File: src/rtl/add_2i13_o13_unit.sv
// Unsigned 13-bit adder built on a Kogge-Stone prefix carry network, with a registered copy.
// out/cout are combinational (0 cycles); out_q/cout_q lag by 1 cycle; no backpressure, no enable.
module add_2i13_o13_unit (
    input  logic        clk,
    input  logic        ovr_rst,
    input  logic [12:0] x1,
    input  logic [12:0] x2,
    output logic [12:0] out,
    output logic        cout,
    output logic [12:0] out_q,
    output logic        cout_q
);

    logic [12:0] p0;
    logic [12:0] g0;
    logic [12:0] g1, p1;
    logic [12:0] g2, p2;
    logic [12:0] g4, p4;
    logic [12:0] g8, p8;
    logic [12:0] carry;

    assign g0 = x1 & x2;
    assign p0 = x1 ^ x2;

    // Each level merges the (G, P) pair 'span' bits below; lower bits already hold full prefixes.
    genvar i;
    generate
        for (i = 0; i < 13; i++) begin : g_lvl1
            if (i >= 1) begin : g_merge
                assign g1[i] = g0[i] | (p0[i] & g0[i-1]);
                assign p1[i] = p0[i] & p0[i-1];
            end else begin : g_pass
                assign g1[i] = g0[i];
                assign p1[i] = p0[i];
            end
        end

        for (i = 0; i < 13; i++) begin : g_lvl2
            if (i >= 2) begin : g_merge
                assign g2[i] = g1[i] | (p1[i] & g1[i-2]);
                assign p2[i] = p1[i] & p1[i-2];
            end else begin : g_pass
                assign g2[i] = g1[i];
                assign p2[i] = p1[i];
            end
        end

        for (i = 0; i < 13; i++) begin : g_lvl4
            if (i >= 4) begin : g_merge
                assign g4[i] = g2[i] | (p2[i] & g2[i-4]);
                assign p4[i] = p2[i] & p2[i-4];
            end else begin : g_pass
                assign g4[i] = g2[i];
                assign p4[i] = p2[i];
            end
        end

        for (i = 0; i < 13; i++) begin : g_lvl8
            if (i >= 8) begin : g_merge
                assign g8[i] = g4[i] | (p4[i] & g4[i-8]);
                assign p8[i] = p4[i] & p4[i-8];
            end else begin : g_pass
                assign g8[i] = g4[i];
                assign p8[i] = p4[i];
            end
        end
    endgenerate

    // Group propagate of the final level is unused; only generates feed the carries.
    logic unused_p8;
    assign unused_p8 = ^p8;

    assign carry = {g8[11:0], 1'b0};
    assign out   = p0 ^ carry;
    assign cout  = g8[12];

    always_ff @(posedge clk or posedge ovr_rst) begin
        if (ovr_rst) begin
            out_q  <= 13'h0000;
            cout_q <= 1'b0;
        end else begin
            out_q  <= out;
            cout_q <= cout;
        end
    end

endmodule

File: config.mk
export PLATFORM = sky130hd
export DESIGN_NAME = add_2i13_o13_unit
export DESIGN_NICKNAME = d
export VERILOG_FILES = /design/src/rtl/add_2i13_o13_unit.sv
export SDC_FILE = /design/constraint.sdc
export NUM_CORES = 1
export LEC_CHECK = 0
export CORE_MARGIN = 2
export CORE_UTILIZATION = 37
export CTS_BUF_LIST = sky130_fd_sc_hd__clkbuf_16
export CTS_CLUSTER_DIAMETER = 40
export DETAILED_ROUTE_END_ITERATION = 16
export GPL_TIMING_DRIVEN = 0
export PLACE_DENSITY = 0.87
export SLEW_MARGIN = 25
export SYNTH_ARGS = -nofsm -noshare
export SYNTH_HDL_FRONTEND = slang
export SYNTH_SLANG_ARGS = --single-unit
File: constraint.sdc
create_clock -name clk -period 2.94 [get_ports clk]
set_clock_uncertainty 0.2 [all_clocks]
set_input_delay 0.588 -clock clk [delete_from_list [all_inputs] [get_ports clk]]
set_output_delay 0.588 -clock clk [all_outputs]
set_load 0.01 [all_outputs]
; Yosys cells after proc, flatten, opt, wreduce, memory -nomap -nowiden
; Index checks and enable logic that the tools add are counted.
[op_classes]
mux = 0
shifts = 0
add_sub_neg = 0
n_reduce_logical = 0
n_eq_ne = 0
n_lt_le_gt_ge = 0
div = 0
bitwise = 102
mul = 0
[op_table]
columns = op, count
row1 = bitwise AND 1 bit, 62
row2 = OR 1 bit, 37
row3 = XOR 13 bit, 2
row4 = bitwise AND 13 bit, 1
[word_totals]
latchBits = 0
output_inout_bits = 28
wordCells = 104
ram_bits = 0
mem_count = 0
rom_bits = 0
inputBits = 28
regBits = 14

; Logic depth before layout (Yosys ltp)
[depth]
depth_word = 9
depth_mapped = 9
mapped_depth_nobuf = 9

; Worst setup path after synthesis
; No wires, ideal clock.
[synth_timing]
kind = input -> output
from = in x1[0]
to = out out[12]
required_time_ns = 2.152
stages = 9
setup_slack_ns = -0.005
n_path_buf = 0
arrival_time_ns = 2.157
path_cell_list = ha_1 inv_1 fa_1 nor2b_4 o211ai_2 a31o_4 a31oi_4 or4b_1 nand3_1
[synth_via]
elab_chain_len = 8
[synth_lines]
columns = element, line_no
row1 = "start, declared", 6  ; input logic [12:0] x1,
row2 = bitwise AND 13 bit, 22  ; assign g0 = x1 & x2;
row3 = bitwise AND 1 bit, 30  ; assign g1[i] = g0[i] | (p0[i] & g0[i-1]);
row4 = OR 1 bit, 30
row5 = bitwise AND 1 bit, 40  ; assign g2[i] = g1[i] | (p1[i] & g1[i-2]);
row6 = OR 1 bit, 40
row7 = bitwise AND 1 bit, 60  ; assign g8[i] = g4[i] | (p4[i] & g4[i-8]);
row8 = OR 1 bit, 60
row9 = XOR 13 bit, 74  ; assign out = p0 ^ carry;
row10 = "end, declared", 8  ; output logic [12:0] out,
; Every way passes these cells.

; Final worst setup path
[layout_timing]
from = in x1[2]
to = out out[12]
[layout_via]
elab_chain_len = 7
word_cells_on_any_way = 10
classes_between = bitwise (10)
[layout_lines]
columns = element, line_no
row1 = bitwise AND 13 bit / XOR 13 bit (equally long branches), "22, 23"
row2 = bitwise AND 1 bit (on tied branches), "30, 31"
row3 = OR 1 bit / bitwise AND 1 bit (equally long branches), "30, 40"
row4 = OR 1 bit (*), 40
row5 = bitwise AND 1 bit (*), 60
row6 = OR 1 bit (*), 60
row7 = XOR 13 bit (*), 74
; Every way passes the cells marked *; elsewhere a longest branch is shown, timed or not.

==> flow_metrics.py <==
metrics = {
    "die": {
        "die_h_microns": 54.26,
        "fp-row-count": 18,
        "initial_core_util_pct": 38.43,
        "fp.dieW_microns": 54.26,
        "dieArea_sq_mm": 0.002944,
        "io-pin-count": 56,
        "core_area_sq_mm": 0.002432,
    },
    "timing": {
        "fin_crit_sh_pct": 109.4,
        "min_period_ps": 3217,
        "relSlewSlack_pct": 65.88,
        "timing.hold.ws_ps": 375.1,
        "setup_viol": 7,
        "setup_slack_ps": -277.0,
        "worst_pin_slew_ps": 511.3,
        "maxSlewViolCount": 0,
        "hold_viol_final": 0,
        "max_freq_ghz": 0.3108,
        "rsz0062_at_grt": "true",
    },
    "global_routing": {
        "gr-total-overflow": 0,
        "gr-usage-all-layers_pct": 22.28,
        "grt_pass1_wl_microns": 4567,
        "grt_max_degree": 15,
        "antenna_found_initial": 0,
        "grt_pass1_vias": 981,
    },
    "synthesis": {
        "yosysMostFrequentCell": "dfrtp_1",
        "yosysUniqueCellTypes": 26,
        "ys_top_cells_by_count": "14 x dfrtp_1, 13 x ha_1, 9 x nor2_1",
        "synth_top_area_share_pct": 37.48,
        "yosysWarnings": 0,
        "synth_top_area_cell": "dfrtp_1",
        "ys_seq_area_share_pct": 37.48,
        "synthTopCellsByArea": "dfrtp_1 37%, ha_1 17%, xnor2_1 6.6%, a21oi_1 4.3%, nor2_1 3.6%",
        "async_flop_share_pct": 100.0,
        "synth_edf_count": 0,
        "ys_seq_elements": 14,
        "syn_area_sq_um": 934.6,
        "synthFlopType": "dfrtp_1",
        "syn_nets": 132,
        "synth_area_per_cell_sq_um": 10.38,
        "syn_inst": 90,
    },
    "placement": {
        "dpl_cell_area_sq_mm": 0.001525,
        "gp_congestion": 0.6947,
        "io_buffers": 55,
        "hpwl_microns": 1986,
        "place_ws_ps": -1038,
    },
    "drt": {
        "first_iter_violations": 22,
        "vias": 1038,
        "via_per_inst": 5.378,
        "dr.pass1.iters": 4,
        "drc_errors": 0,
        "routedWlPerCell_microns": 19.42,
        "drt.antenna.violating_nets": 0,
        "wl_microns": 3749,
    },
    "job": {
        "drv_cap": 0,
    },
    "clocking": {
        "htree_levels": 1,
        "cts_tree": "done",
        "path_clk_slew_ps": 50,
        "cts_buffers": 3,
        "cts_buffer_depth": 2,
        "numClockSinks": 14,
        "cts_root_buffer": "clkbuf_16",
    },
    "layout": {
        "drive_gt1_share_pct": 42.94,
        "synthToLayoutAreaGrowth_pct": 105.2,
        "final_cell_area_sq_mm": 0.001918,
        "fill_cells": 133,
        "nNetsFinal": 207,
        "regArea_sq_um": 350.3,
        "n_antenna_cell": 0,
        "multi_input_area_sq_um": 825.8,
    },
    "critical_path": {
        "required_ps": 2150,
        "crit_fanout": 3,
        "end_kind": "output pin",
        "worstSetupPathType": "input pin to output pin",
        "start_kind": "input pin",
        "cp.arrival_ps": 2430,
    },
    "min_path": {
        "worstHoldStart": "x2[0]",
        "hold_end": "out_q[0]",
        "hp-class": "input pin to flip-flop",
        "worst_hold_path.num_cells": 2,
    },
    "power": {
        "leakage_nw": 0.8103,
        "powerDensity_mw_per_mm2": 500.8,
        "ir_drop_mv": 0.4009,
    },
    "run_status": {
        "status": "finished, violations left",
        "violations": "setup timing",
    },
}
==> cells by family (layout without fill, tap and decap cells) <==
family | Yosys count | in the layout | share of synthesized area, %
simple gates | 24 | 24 | 13.39
fa+ha+maj | 14 | 14 | 19.55
compound gates | 22 | 22 | 17.80
xor+xnor | 10 | 10 | 9.371
buf+inv | 6 | 79 | 2.409
flops | 14 | 14 | 37.48
==> placed cells by master, fill, tap and decap left out, drive strengths merged <==
master | synthesis | layout
nand2 | 6 | 6
o21a | 3 | 3
clkdlybuf4s15 | 0 | 5
nand3 | 3 | 3
ha | 13 | 13
dlygate4sd2 | 0 | 13
buf | 0 | 27
nor2 | 9 | 9
nand4b | 1 | 1
nor3b | 1 | 1
or4b | 1 | 1
nor2b | 2 | 2
xor2 | 3 | 3
fa | 1 | 1
a31oi | 2 | 2
inv | 6 | 6
clkbuf | 0 | 4
a21o | 1 | 1
xnor2 | 7 | 7
nand3b | 1 | 1
dfrtp | 14 | 14
a21oi | 8 | 8
o211ai | 3 | 3
a31o | 1 | 1
o21ai | 3 | 3
clkdlybuf4s50 | 0 | 24
a211o | 1 | 1
==> routing by layer <==
metal  wire length [microns]  GRT usage [%]  vias up  share of wire [%]
li1                        -              -      463                  -
met1                    1453          23.25      523                 39
met2                    2072          42.37       44                 55
met3                     133          3.005        8                3.5
met4                      89          12.08        0                2.4
met5                       0              0        -                  0
==> state kept, by name (all words and copies together), names as in the netlist <==
signal	cells
cout_q	1
out_q	13
==> worst max-delay path, cell delays in order <==
cell,delay [ps]
clkdlybuf4s15_1,240
ha_4,260
nor2b_4,140
o211ai_2,200
a31o_4,200
a31oi_4,100
or4b_4,520
nand3_4,90
buf_6,110
==> worst max-delay path by stage <==
stage | startpoint | to | slack, ps | cells after the start
finish | x1[2] | out[12] | -280 | 9
global placement | x1[0] | out[12] | -990 | 11
CTS | x2[0] | out[12] | -250 | 11
global route | x1[1] | out[12] | -320 | 10
floorplan | x1[0] | out[12] | 9 | 9
detailed placement | x1[0] | out[12] | -1040 | 11
==> stage by stage <==
step	total power [mW]	utilization (%)	TNS [ps]	instances
detailed placement	0.6191	62.71	-8941	175
global placement	0.6066	62.71	-8255	175
CTS	0.8960	73.15	-349.4	184
finish	0.9606	78.86	-843.6	193
floorplan	0.4049	-	0	90
global route	0.9965	78.86	-1295	193
==> report_power, final <==
| group | switching [mW] | leakage (nW) | total, mW | internal, mW |
|---|---|---|---|---|
| logic | 0.214 | 0.610 | 0.461 | 0.247 |
| registers | 0.0125 | 0.163 | 0.243 | 0.231 |
| clock network | 0.0788 | 0.0370 | 0.257 | 0.178 |
==> final cells by class <==
cell class                      instances  share of cell area, %
Multi-Input combinational cell         70                  43.05
Timing Repair Buffer                   70                  31.64
Sequential cell                        14                  18.26
Clock buffer                            3                  3.914
Tap cell                               30                  1.957
Inverter                                6                  1.174
==> timing repair <==
action / in CTS / in global routing
buffers inserted: 6 / 10
hold buffers: 0 / 0
endpoints found under the hold margin: 0 / 0
gates cloned: 0 / 0
endpoints found under the setup margin: 13 / 8
gates resized for setup: 106 / 18
pin swaps: 18 / 12
No activity file was read; power rests on OpenSTA's default activity.
